$ cat src/rtl/spi_slave_counter_bank.sv
// SPI slave fronting a bank of pulse counters: a command byte selects a channel,
// the slave returns a status byte of overflow flags and then a snapshot of that counter.
module spi_slave_counter_bank #(
    parameter int DATAWIDTH_BUS = 8,
    parameter int NUM_CHANNELS  = 4,
    parameter int COUNTER_WIDTH = 16,
    parameter int CPOL          = 0,
    parameter int CPHA          = 0,
    parameter int SATURATE      = 0
) (
    input  logic                                    SPI_CNT_CLOCK_50,
    input  logic                                    SPI_CNT_RESET_InLow,
    input  logic                                    SPI_CNT_SS_InLow,
    input  logic                                    SPI_CNT_SCK_In,
    input  logic                                    SPI_CNT_MOSI_In,
    input  logic [NUM_CHANNELS-1:0]                 SPI_CNT_COUNT_InHigh,
    output logic                                    SPI_CNT_MISO_Out,
    output logic [DATAWIDTH_BUS-1:0]                SPI_CNT_cmd_Out,
    output logic                                    SPI_CNT_newCmd_Out,
    output logic [NUM_CHANNELS*COUNTER_WIDTH-1:0]   SPI_CNT_counters_Out,
    output logic [NUM_CHANNELS-1:0]                 SPI_CNT_overflow_Out,
    output logic [1:0]                              SPI_CNT_state_Out
);

    localparam int   W      = DATAWIDTH_BUS;
    localparam int   CW     = COUNTER_WIDTH;
    localparam int   N      = NUM_CHANNELS;
    localparam int   CH_W   = W - 1;
    localparam int   BIT_W  = $clog2(CW) + 1;
    localparam logic CPOL_B = (CPOL != 0);

    typedef enum logic [1:0] {ST_IDLE, ST_CMD, ST_DATA, ST_IGNORE} state_t;

    logic          ss_s1_q, ss_s2_q, ss_dly_q;
    logic          sck_s1_q, sck_s2_q, sck_dly_q;
    logic          mosi_s1_q, mosi_s2_q;
    logic [N-1:0]  cnt_in_s1_q, cnt_in_s2_q, cnt_in_dly_q;

    logic          ss_fall, ss_rise, sck_lead, sck_trail, sample_edge, shift_edge;
    logic [N-1:0]  cnt_rise;

    state_t        state_q, state_d;
    logic [BIT_W-1:0] bit_cnt_q, bit_cnt_d;
    logic [CH_W-1:0]  rx_q, rx_d;
    logic [CW-1:0]    tx_q, tx_d;
    logic          miso_q, miso_d;
    logic [W-1:0]  cmd_q, cmd_d;
    logic          newcmd_q, newcmd_d;

    logic [CW-1:0] cnt_q [N];
    logic [CW-1:0] cnt_d [N];
    logic [N-1:0]  ovf_q, ovf_d;

    logic [W-1:0]  cmd_byte;
    logic [N-1:0]  chan_hit;
    logic [N-1:0]  clr_vec;
    logic [CW-1:0] snap;
    logic [CW-1:0] status_full;

    // Two-flop synchronizers plus one delay flop for edge detection.
    always_ff @(posedge SPI_CNT_CLOCK_50) begin
        if (!SPI_CNT_RESET_InLow) begin
            ss_s1_q      <= 1'b1;
            ss_s2_q      <= 1'b1;
            ss_dly_q     <= 1'b1;
            sck_s1_q     <= CPOL_B;
            sck_s2_q     <= CPOL_B;
            sck_dly_q    <= CPOL_B;
            mosi_s1_q    <= 1'b0;
            mosi_s2_q    <= 1'b0;
            cnt_in_s1_q  <= '0;
            cnt_in_s2_q  <= '0;
            cnt_in_dly_q <= '0;
        end else begin
            ss_s1_q      <= SPI_CNT_SS_InLow;
            ss_s2_q      <= ss_s1_q;
            ss_dly_q     <= ss_s2_q;
            sck_s1_q     <= SPI_CNT_SCK_In;
            sck_s2_q     <= sck_s1_q;
            sck_dly_q    <= sck_s2_q;
            mosi_s1_q    <= SPI_CNT_MOSI_In;
            mosi_s2_q    <= mosi_s1_q;
            cnt_in_s1_q  <= SPI_CNT_COUNT_InHigh;
            cnt_in_s2_q  <= cnt_in_s1_q;
            cnt_in_dly_q <= cnt_in_s2_q;
        end
    end

    assign ss_fall     = ss_dly_q & ~ss_s2_q;
    assign ss_rise     = ~ss_dly_q & ss_s2_q;
    assign sck_lead    = (sck_dly_q == CPOL_B) && (sck_s2_q != CPOL_B);
    assign sck_trail   = (sck_dly_q != CPOL_B) && (sck_s2_q == CPOL_B);
    assign sample_edge = (CPHA != 0) ? sck_trail : sck_lead;
    assign shift_edge  = (CPHA != 0) ? sck_lead  : sck_trail;
    assign cnt_rise    = cnt_in_s2_q & ~cnt_in_dly_q;

    // Status byte sits in the top of the transmit register so both phases shift from the MSB.
    assign status_full = COUNTER_WIDTH'(ovf_q) << (CW - W);

    always_comb begin
        cmd_byte = {rx_q, mosi_s2_q};
        chan_hit = '0;
        snap     = '0;
        for (int i = 0; i < N; i++) begin
            chan_hit[i] = (cmd_byte[CH_W-1:0] == CH_W'(i));
            if (chan_hit[i]) snap = cnt_q[i];
        end
    end

    always_comb begin
        state_d   = state_q;
        bit_cnt_d = bit_cnt_q;
        rx_d      = rx_q;
        tx_d      = tx_q;
        miso_d    = miso_q;
        cmd_d     = cmd_q;
        newcmd_d  = 1'b0;
        clr_vec   = '0;
        if (ss_rise) begin
            state_d = ST_IDLE;
            miso_d  = 1'b0;
        end else begin
            case (state_q)
                ST_IDLE: begin
                    miso_d = 1'b0;
                    if (ss_fall) begin
                        state_d   = ST_CMD;
                        bit_cnt_d = '0;
                        rx_d      = '0;
                        if (CPHA == 0) begin
                            miso_d = status_full[CW-1];
                            tx_d   = status_full << 1;
                        end else begin
                            tx_d   = status_full;
                        end
                    end
                end
                ST_CMD: begin
                    if (sample_edge) begin
                        rx_d      = cmd_byte[CH_W-1:0];
                        bit_cnt_d = bit_cnt_q + 1'b1;
                        if (bit_cnt_q == BIT_W'(W - 1)) begin
                            cmd_d     = cmd_byte;
                            newcmd_d  = 1'b1;
                            bit_cnt_d = '0;
                            if (|chan_hit) begin
                                state_d = ST_DATA;
                                tx_d    = snap;
                                if (cmd_byte[W-1]) clr_vec = chan_hit;
                            end else begin
                                state_d = ST_IGNORE;
                                miso_d  = 1'b0;
                            end
                        end
                    end else if (shift_edge) begin
                        miso_d = tx_q[CW-1];
                        tx_d   = tx_q << 1;
                    end
                end
                ST_DATA: begin
                    if (sample_edge) begin
                        bit_cnt_d = bit_cnt_q + 1'b1;
                        if (bit_cnt_q == BIT_W'(CW - 1)) begin
                            state_d = ST_IGNORE;
                            miso_d  = 1'b0;
                        end
                    end else if (shift_edge) begin
                        miso_d = tx_q[CW-1];
                        tx_d   = tx_q << 1;
                    end
                end
                default: miso_d = 1'b0;
            endcase
        end
    end

    always_ff @(posedge SPI_CNT_CLOCK_50) begin
        if (!SPI_CNT_RESET_InLow) begin
            state_q   <= ST_IDLE;
            bit_cnt_q <= '0;
            rx_q      <= '0;
            tx_q      <= '0;
            miso_q    <= 1'b0;
            cmd_q     <= '0;
            newcmd_q  <= 1'b0;
        end else begin
            state_q   <= state_d;
            bit_cnt_q <= bit_cnt_d;
            rx_q      <= rx_d;
            tx_q      <= tx_d;
            miso_q    <= miso_d;
            cmd_q     <= cmd_d;
            newcmd_q  <= newcmd_d;
        end
    end

    // A clear and a count edge in the same cycle leave the counter at 1 so no event is lost.
    always_comb begin
        for (int i = 0; i < N; i++) begin
            cnt_d[i] = cnt_q[i];
            ovf_d[i] = ovf_q[i];
            if (clr_vec[i]) begin
                cnt_d[i] = cnt_rise[i] ? CW'(1) : '0;
                ovf_d[i] = 1'b0;
            end else if (cnt_rise[i]) begin
                if (&cnt_q[i]) begin
                    ovf_d[i] = 1'b1;
                    cnt_d[i] = (SATURATE != 0) ? cnt_q[i] : '0;
                end else begin
                    cnt_d[i] = cnt_q[i] + 1'b1;
                end
            end
        end
    end

    always_ff @(posedge SPI_CNT_CLOCK_50) begin
        if (!SPI_CNT_RESET_InLow) begin
            for (int i = 0; i < N; i++) cnt_q[i] <= '0;
            ovf_q <= '0;
        end else begin
            for (int i = 0; i < N; i++) cnt_q[i] <= cnt_d[i];
            ovf_q <= ovf_d;
        end
    end

    for (genvar g = 0; g < N; g++) begin : g_cnt_out
        assign SPI_CNT_counters_Out[g*CW +: CW] = cnt_q[g];
    end

    assign SPI_CNT_MISO_Out     = miso_q;
    assign SPI_CNT_cmd_Out      = cmd_q;
    assign SPI_CNT_newCmd_Out   = newcmd_q;
    assign SPI_CNT_overflow_Out = ovf_q;
    assign SPI_CNT_state_Out    = state_q;

endmodule

$ cat config.mk
export PLATFORM = sky130hd
export DESIGN_NAME = spi_slave_counter_bank
export DESIGN_NICKNAME = d
export VERILOG_FILES = /design/src/rtl/spi_slave_counter_bank.sv
export SDC_FILE = /design/constraint.sdc
export NUM_CORES = 1
export LEC_CHECK = 0
export BUFFER_PORTS_ARGS = -buffer_cell sky130_fd_sc_hd__buf_2
export CAP_MARGIN = 20
export CORE_ASPECT_RATIO = 1.2
export CORE_MARGIN = 3
export CORE_UTILIZATION = 25
export DETAILED_ROUTE_END_ITERATION = 10
export PLACE_DENSITY_LB_ADDON = 0.25
export SETUP_SLACK_MARGIN = 0.05
export SLEW_MARGIN = 25
export SYNTH_ARGS = -nofsm -noshare
export SYNTH_HDL_FRONTEND = slang
export SYNTH_SLANG_ARGS = --single-unit
$ cat constraint.sdc
create_clock -name SPI_CNT_CLOCK_50 -period 2.15 [get_ports SPI_CNT_CLOCK_50]
set_input_delay 0.43 -clock SPI_CNT_CLOCK_50 [delete_from_list [all_inputs] [get_ports SPI_CNT_CLOCK_50]]
set_output_delay 0.43 -clock SPI_CNT_CLOCK_50 [all_outputs]
set_load 0.01 [all_outputs]
==> flow_summary.ini, run 1 <==
[routing]
wl_um = 19100
drt_first_iter_violations = 292
wire_per_inst_um = 16.8
vias = 5343
drt.antenna.violating_nets = 0
via_per_inst = 4.70
firstDrtPassIters = 5
drcViolationCount = 0

[placed_design]
place_hpwl_um = 14300
gp_congestion = 0.808
dp_slack_ns = 0.0260
place_inst = 1106
port_buffers = 88

[timing]
slew_viol_final = 0
hold_violations = 0
period_needed_ns = 2.01
fin_crit_sh = 0.936
rsz0062_at_grt = false
worst_pin_slew_ns = 0.550
relSlewSlack = 0.630
fin_ws_ns = 0.139
setup_tns_ns = 0
fmax_ghz = 0.497
setup_viol = 0
finClkSkew_ns = 0.0116

[final_layout]
fin_nets = 829
final_common_cell = dfxtp_1
diodes = 0
area_delta_synth_final_pct = 28.4
stdcell_count = 1138
fin_util = 0.332
layout_common_cells = dfxtp_1, nor2_1, buf_2, nand2_1, buf_4
fillers = 2474
drive_gt1_frac = 0.247

[pwr]
combPwrFrac = 0.150
swShare = 0.285
p_per_area_nw_per_um2 = 813
switching_power_uw = 1810
vdd_drop_max_uv = 613
intPower_uw = 4550
seqPwrFrac = 0.388
p_leak_uw = 0.00325
power_frac_clock = 0.461
power_uw = 6360

[critical_path]
path_class = reg -> reg
required_ns = 2.51
cp-end-kind = flop
critPathArrivalTime_ns = 2.37
worstPathMaxFanout = 12
start_kind = flop

[clock_network]
postCtsSetupRepairBufs = 0
clockRootBuffer = clkbuf_16
hold_buffers = 0
cts_tree = yes
insertion_delay_ns = 0.43
clkTransAtPathRegs_ns = 0.06
cts_sinks = 128
ctsResizeCount = 1
cts_buffers = 17
cts-htree-levels = 4
clockBufferDepth = 2

[floorplanning]
ios = 89
dieHeight_um = 177
core_um2 = 23600
initial_core_util = 0.258
fp.dieW_um = 149
die-area_um2 = 26300
num_rows = 61

[global_routing]
grt_max_degree = 29
grt_util_all_layers = 0.149
grt_pass1_vias = 5367
antenna_found_initial = 0
overflow = 0
grt_pass1_wl_um = 30500

[synth]
synthArstFlopShare = 0
synthDistinctLibCells = 53
ys_warn_count = 0
yosysTopAreaCellShare = 0.421
synthCells = 681
yosysSeqAreaShare = 0.421
synth_nets = 700
synth_flop_cell = dfxtp_1
avgSynthCellArea_um2 = 8.95
yosysTopAreaCell = dfxtp_1
synth-seq-cells = 128
ys_top_cells_by_area = dfxtp_1, nor2_1, mux4_2, xor2_1, mux2i_1
synthesis.area_um2 = 6090
synth_edf_count = 0

[worst_hold_path]
min_path_type = in -> reg

[run]
maxCapViolations = 0

[outcome]
status = completed
## worst max-delay path, cell delays in order, from the launching register on
cell and delay [ns]:
dfxtp_1 0.33, or4_4 0.57, o31a_1 0.29, a211oi_4 0.28, and3_4 0.33, a22o_1 0.16
## path summary, 6_finish.rpt
kind | from | to | depth (start not counted) | slack, ns
worst max-delay path | rx_q[2] | tx_q[15] | 5 | 0.14
worst min register to register | ss_s1_q | ss_s2_q | 1 | 0.41
worst max register to register | rx_q[2] | tx_q[15] | 5 | 0.14
worst min-delay path | SPI_CNT_SS_InLow | ss_s1_q | 2 | 0.19
## Yosys cell counts, types with 10 or more instances
cell type,n
a21oi_1,20
a22o_1,12
and2_1,17
and3_1,10
clkbuf_1,20
dfxtp_1,128
ha_1,10
inv_1,16
mux2i_1,21
mux4_2,16
nand2_1,56
nand2b_1,13
nand3_1,38
nand4_1,23
nor2_1,126
o21ai_0,15
xnor2_1,21
xor2_1,35
## power groups by stage
stage | combinational [uW] | clock (uW) | sequential, uW
4_1_cts | 927 | 3010 | 2470
3_3_place_gp | 925 | 0 | 2520
5_1_grt | 1070 | 3110 | 2480
3_5_place_dp | 918 | 0 | 2520
6_report | 957 | 2930 | 2470
2_1_floorplan | 611 | 0 | 2520
## through the flow
step           hold slack (ns)  instance area (um^2)
2_1_floorplan            0.386                  6090
3_3_place_gp             0.395                  7200
3_5_place_dp             0.401                  7200
4_1_cts                  0.174                  7800
5_1_grt                  0.200                  7820
6_report                 0.189                  7820
## flip-flops by register name, summed over array words and instances (netlist names), 2 cells and up
register	count
bit_cnt_q	5
cnt_in_dly_q	4
SPI_CNT_state_Out	2
SPI_CNT_cmd_Out	8
tx_q	16
cnt_q	64
cnt_in_s2_q	4
cnt_in_s1_q	4
SPI_CNT_overflow_Out	4
rx_q	7
## area by class of cell
cell class                 count  area (um^2)  area share
tap                          315          394      0.0504
inverter                      16         60.1     0.00768
multi-input combinational    510         3370       0.431
timing repair buffer         137          837       0.107
sequential                   128         2560       0.328
clock inverter                14          156      0.0200
clock buffer                  18          439      0.0561
## cell families after synthesis
logic type	synth area share
and+or+nand+nor	0.262
DFF	0.421
AOI/OAI and AO/OA	0.0916
xor gates and xnor gates	0.0805
buffers and inverters	0.0298
muxes	0.0936
adders and majority gates	0.0222
## per-layer routing
layer,wire (um),global-route usage,vias to the layer above
met3,885,0.0292,28
met4,446,0.0597,0
met2,9100,0.247,144
li1,-,-,2658
met1,8690,0.191,2513
met5,0,0,-
(Power assumes the default switching activity.)
==> run 2, diff against run 1 <==
- BUFFER_PORTS_ARGS: -buffer_cell sky130_fd_sc_hd__buf_2 -> -buffer_cell sky130_fd_sc_hd__buf_4
==> flow_summary.ini, run 2 (synthesis results as in run 1) <==
[timing]
fin_ws_ns = 0.166
hold_violations = 0
worst_pin_slew_ns = 0.561
fin_crit_sh = 0.923
setup_tns_ns = 0
period_needed_ns = 1.98
rsz0062_at_grt = false
setup_viol = 0
relSlewSlack = 0.622
slew_viol_final = 0
fmax_ghz = 0.504
finClkSkew_ns = 0.0104

[floorplanning]
dieHeight_um = 177
die-area_um2 = 26300
initial_core_util = 0.258
core_um2 = 23600
num_rows = 61
fp.dieW_um = 149
ios = 89

[clock_network]
clkTransAtPathRegs_ns = 0.06
clockRootBuffer = clkbuf_16
cts-htree-levels = 4
cts_buffers = 17
insertion_delay_ns = 0.42
clockBufferDepth = 2
cts_tree = yes
cts_sinks = 128
hold_buffers = 0

[final_layout]
fillers = 2483
largest_reg_flops = 64
fin_util = 0.342
diodes = 0
layout_common_cells = buf_4, dfxtp_1, nor2_1, nand2_1, nand3_1
final_common_cell = buf_4
drive_gt1_frac = 0.249
largest-register = cnt_q
area_delta_synth_final_pct = 32.4
fin_nets = 834

[global_routing]
grt_pass1_vias = 5373
grt_util_all_layers = 0.149
grt_max_degree = 29
grt_pass1_wl_um = 30300
overflow = 0
antenna_found_initial = 0

[critical_path]
cp_num_buf_inv = 1
cp-end-kind = flop
slowest_stage = or4_4
worstPathMaxFanout = 6
path_class = reg -> reg
reg2reg_slack_ns = 0.17
crit_path_start = rx_q[2]
crit_chain = or4_4, o31a_1, a211oi_4, buf_4, and3_2, a22o_1
path_depth = 6
cp-endpoint = tx_q[14]
critPathArrivalTime_ns = 2.34
cpPeakStageDelay_ns = 0.56
reg2regPathDepth = 6
start_kind = flop
r2r-end = tx_q[14]
required_ns = 2.51
cp_top_family = simple AND/OR/NAND/NOR gates
rr_startpoint = rx_q[2]

[routing]
wire_per_inst_um = 16.8
firstDrtPassIters = 7
wl_um = 19100
drt.antenna.violating_nets = 0
via_per_inst = 4.74
vias = 5423
drcViolationCount = 0
drt_first_iter_violations = 374

[outcome]
status = completed

[worst_hold_path]
min_path_type = in -> reg

[run]
maxCapViolations = 0

[placed_design]
dp_slack_ns = 0.0353
port_buffers = 88
place_hpwl_um = 14300
gp_congestion = 0.807

[pwr]
p_per_area_nw_per_um2 = 795
p_leak_uw = 0.00327
vdd_drop_max_uv = 512
-- run 2: cell types whose count changed in the layout (fill, tap and decap cells not counted), moves of 4 or more --
cell      previous run  this run
buf_2               88         0
buf_4               46       138
clkinv_4             5         1
inv_6                4         8
-- run 2: worst reg2reg max path, cell delays in order (launching register included) --
cell,delay (ns)
dfxtp_1,0.33
or4_4,0.56
o31a_1,0.28
a211oi_4,0.15
buf_4,0.19
and3_2,0.28
a22o_1,0.14
-- run 2: layout make-up --
type	instances	area (um^2)	area share
tap	315	394	0.0489
clock buffer	17	425	0.0527
clock inverter	15	168	0.0208
sequential	128	2560	0.318
inverter	16	60.1	0.00745
multi-input combinational	512	3380	0.419
timing repair buffer	140	1080	0.133
-- run 2: where the power goes --
group	internal (uW)	switching, uW
Sequential	2430	46.0
Combinational	401	612
Clock	1740	1190
Total	4570	1840
-- run 2: per-stage QoR --
stage                     hold WS, ns  std cells  area (um^2)  total power, uW
after detailed placement        0.404       1107         7430             3450
after CTS                       0.177       1139         8030             6410
final                           0.193       1143         8070             6410
after global placement          0.399       1107         7430             3460
after global routing            0.190       1143         8070             6730
after floorplan                 0.386        681         6090             3130
-- run 2: layer usage --
| layer | track usage | routed length, um | up-vias |
|---|---|---|---|
| li1 | - | - | 2669 |
| met1 | 0.193 | 8640 | 2577 |
| met2 | 0.241 | 9070 | 149 |
| met3 | 0.0361 | 956 | 28 |
| met4 | 0.0535 | 483 | 0 |
| met5 | 0 | 0 | - |
-- run 2: timing repair --
action / in CTS / in global routing
pin swaps: 0 / 1
endpoints found under the setup margin: 12 / 14
resized for setup: 1 / 5
gates cloned: 0 / 2
setup buffers: 0 / 2
hold endpoints to repair: 0 / 0
-- run 2: worst min-delay path by stage --
stage                startpoint       to  slack (ns)  depth (start not counted)
3_3_place_gp            ss_s1_q  ss_s2_q        0.40                          1
3_5_place_dp            ss_s1_q  ss_s2_q        0.40                          1
6_report       SPI_CNT_SS_InLow  ss_s1_q        0.19                          2
5_1_grt        SPI_CNT_SS_InLow  ss_s1_q        0.19                          2
2_1_floorplan           ss_s1_q  ss_s2_q        0.39                          1
4_1_cts        SPI_CNT_SS_InLow  ss_s1_q        0.18                          2
==> run 3, diff against run 2 <==
- CORE_ASPECT_RATIO: 1.2 -> unset
- CORE_UTILIZATION: 25 -> 47
==> flow_summary.ini, run 3 (synthesis results as in run 1) <==
[floorplanning]
fp.dieW_um = 120
dieHeight_um = 120
num_rows = 40
ios = 89
initial_core_util = 0.493
die-area_um2 = 14400
core_um2 = 12400

[routing]
via_per_inst = 5.55
drt_first_iter_violations = 462
wl_um = 16900
firstDrtPassIters = 7
drcViolationCount = 0
wire_per_inst_um = 17.3
vias = 5395
drt.antenna.violating_nets = 0

[timing]
fin_crit_sh = 0.944
relSlewSlack = 0.586
setup_viol = 0
period_needed_ns = 2.03
finClkSkew_ns = 0.00579
fmax_ghz = 0.493
worst_pin_slew_ns = 0.615
rsz0062_at_grt = false
slew_viol_final = 0
hold_violations = 0
setup_tns_ns = 0

[clock_network]
clockRootBuffer = clkbuf_16
cts-htree-levels = 4
postCtsSetupRepairBufs = 0
clockBufferDepth = 2
insertion_delay_ns = 0.42
cts_buffers = 17
cts_sinks = 128
hold_buffers = 0
clkTransAtPathRegs_ns = 0.05
cts_tree = yes

[global_routing]
grt_util_all_layers = 0.241
grt_max_degree = 29
antenna_found_initial = 0
overflow = 0
grt_pass1_vias = 5210
grt_pass1_wl_um = 27400

[placed_design]
place_area_um2 = 7090
place_hpwl_um = 12600
gp_congestion = 0.930
port_buffers = 88

[final_layout]
stdcell_area_um2 = 7720
diodes = 0
largest-register = cnt_q
largest_reg_flops = 64
drive_gt1_frac = 0.228
area_delta_synth_final_pct = 26.7
fin_nets = 810
layout_common_cells = dfxtp_1, nor2_1, buf_4, nand2_1, nand3_1

[critical_path]
cp-end-kind = flop
path_class = reg -> reg
critPathArrivalTime_ns = 2.39
required_ns = 2.51
start_kind = flop
worstPathMaxFanout = 12

[run]
maxCapViolations = 0

[pwr]
intPower_uw = 4610
combPwrFrac = 0.151
swShare = 0.267
p_per_area_nw_per_um2 = 814
vdd_drop_max_uv = 620
p_leak_uw = 0.00314
seqPwrFrac = 0.395
switching_power_uw = 1680
power_frac_clock = 0.455

[outcome]
status = completed

[worst_hold_path]
min_path_type = in -> reg
==> run 3: cell types whose count changed in the layout (fill, tap and decap cells not counted), moves of 2 or more <==
cell / change
buf_4: -22
a21o_2: +2
clkbuf_1: +2
inv_6: -8
clkbuf_8: +4
clkinvlp_4: +2
nor2_2: -2
a21o_1: -2
==> run 3: final timing paths <==
kind | to | start | slack, ns | depth (start not counted)
max reg2reg | tx_q[15] | rx_q[2] | 0.12 | 5
min reg2reg | ss_s2_q | ss_s1_q | 0.41 | 1
min | ss_s1_q | SPI_CNT_SS_InLow | 0.19 | 2
max | tx_q[15] | rx_q[2] | 0.12 | 5
==> run 3: cell type report <==
cell class	count	area, um^2
Multi-Input combinational cell	510	3380
Sequential cell	128	2560
Tap cell	168	210
Clock inverter	9	106
Inverter	16	60.1
Timing Repair Buffer	118	911
Fill cell	1055	4640
Clock buffer	23	488
==> run 3: per-stage QoR <==
| stage | cells | hold WS [ns] | power [uW] | worst slack (ns) | utilization |
|---|---|---|---|---|---|
| 2_1_floorplan | 681 | 0.386 | 3130 | 0.141 | - |
| 3_3_place_gp | 940 | 0.395 | 3370 | 0.152 | 0.574 |
| 3_5_place_dp | 940 | 0.395 | 3410 | 0.0728 | 0.574 |
| 4_1_cts | 972 | 0.182 | 6250 | 0.0507 | 0.622 |
| 5_1_grt | 972 | 0.195 | 6530 | 0.0402 | 0.624 |
| 6_report | 972 | 0.192 | 6280 | 0.121 | 0.624 |
==> run 3: layer usage <==
layer | global-route usage | up-vias | routed length [um]
li1 | - | 2607 | -
met1 | 0.322 | 2589 | 7480
met2 | 0.380 | 182 | 8000
met3 | 0.0740 | 17 | 1170
met4 | 0.0659 | 0 | 204
met5 | 0 | - | 0
==> run 3: worst max-delay path: stages, from the launching register on <==
cell	delay, ns
dfxtp_1	0.34
or4_4	0.58
o31a_1	0.30
a211oi_4	0.28
and3_4	0.32
a22o_1	0.15
==> run 3: repair_timing <==
item                                    4_1_cts  5_1_grt
endpoints found under the hold margin         0        0
endpoints found under the setup margin        0       70
resized for setup                             0        9
==> run 3: power groups by stage <==
stage	sequential [uW]	clock [uW]	combinational [uW]
final	2480	2860	946
after CTS	2470	2880	895
after floorplan	2520	0	611
after global routing	2490	3020	1030
after global placement	2520	0	853
after detailed placement	2520	0	887
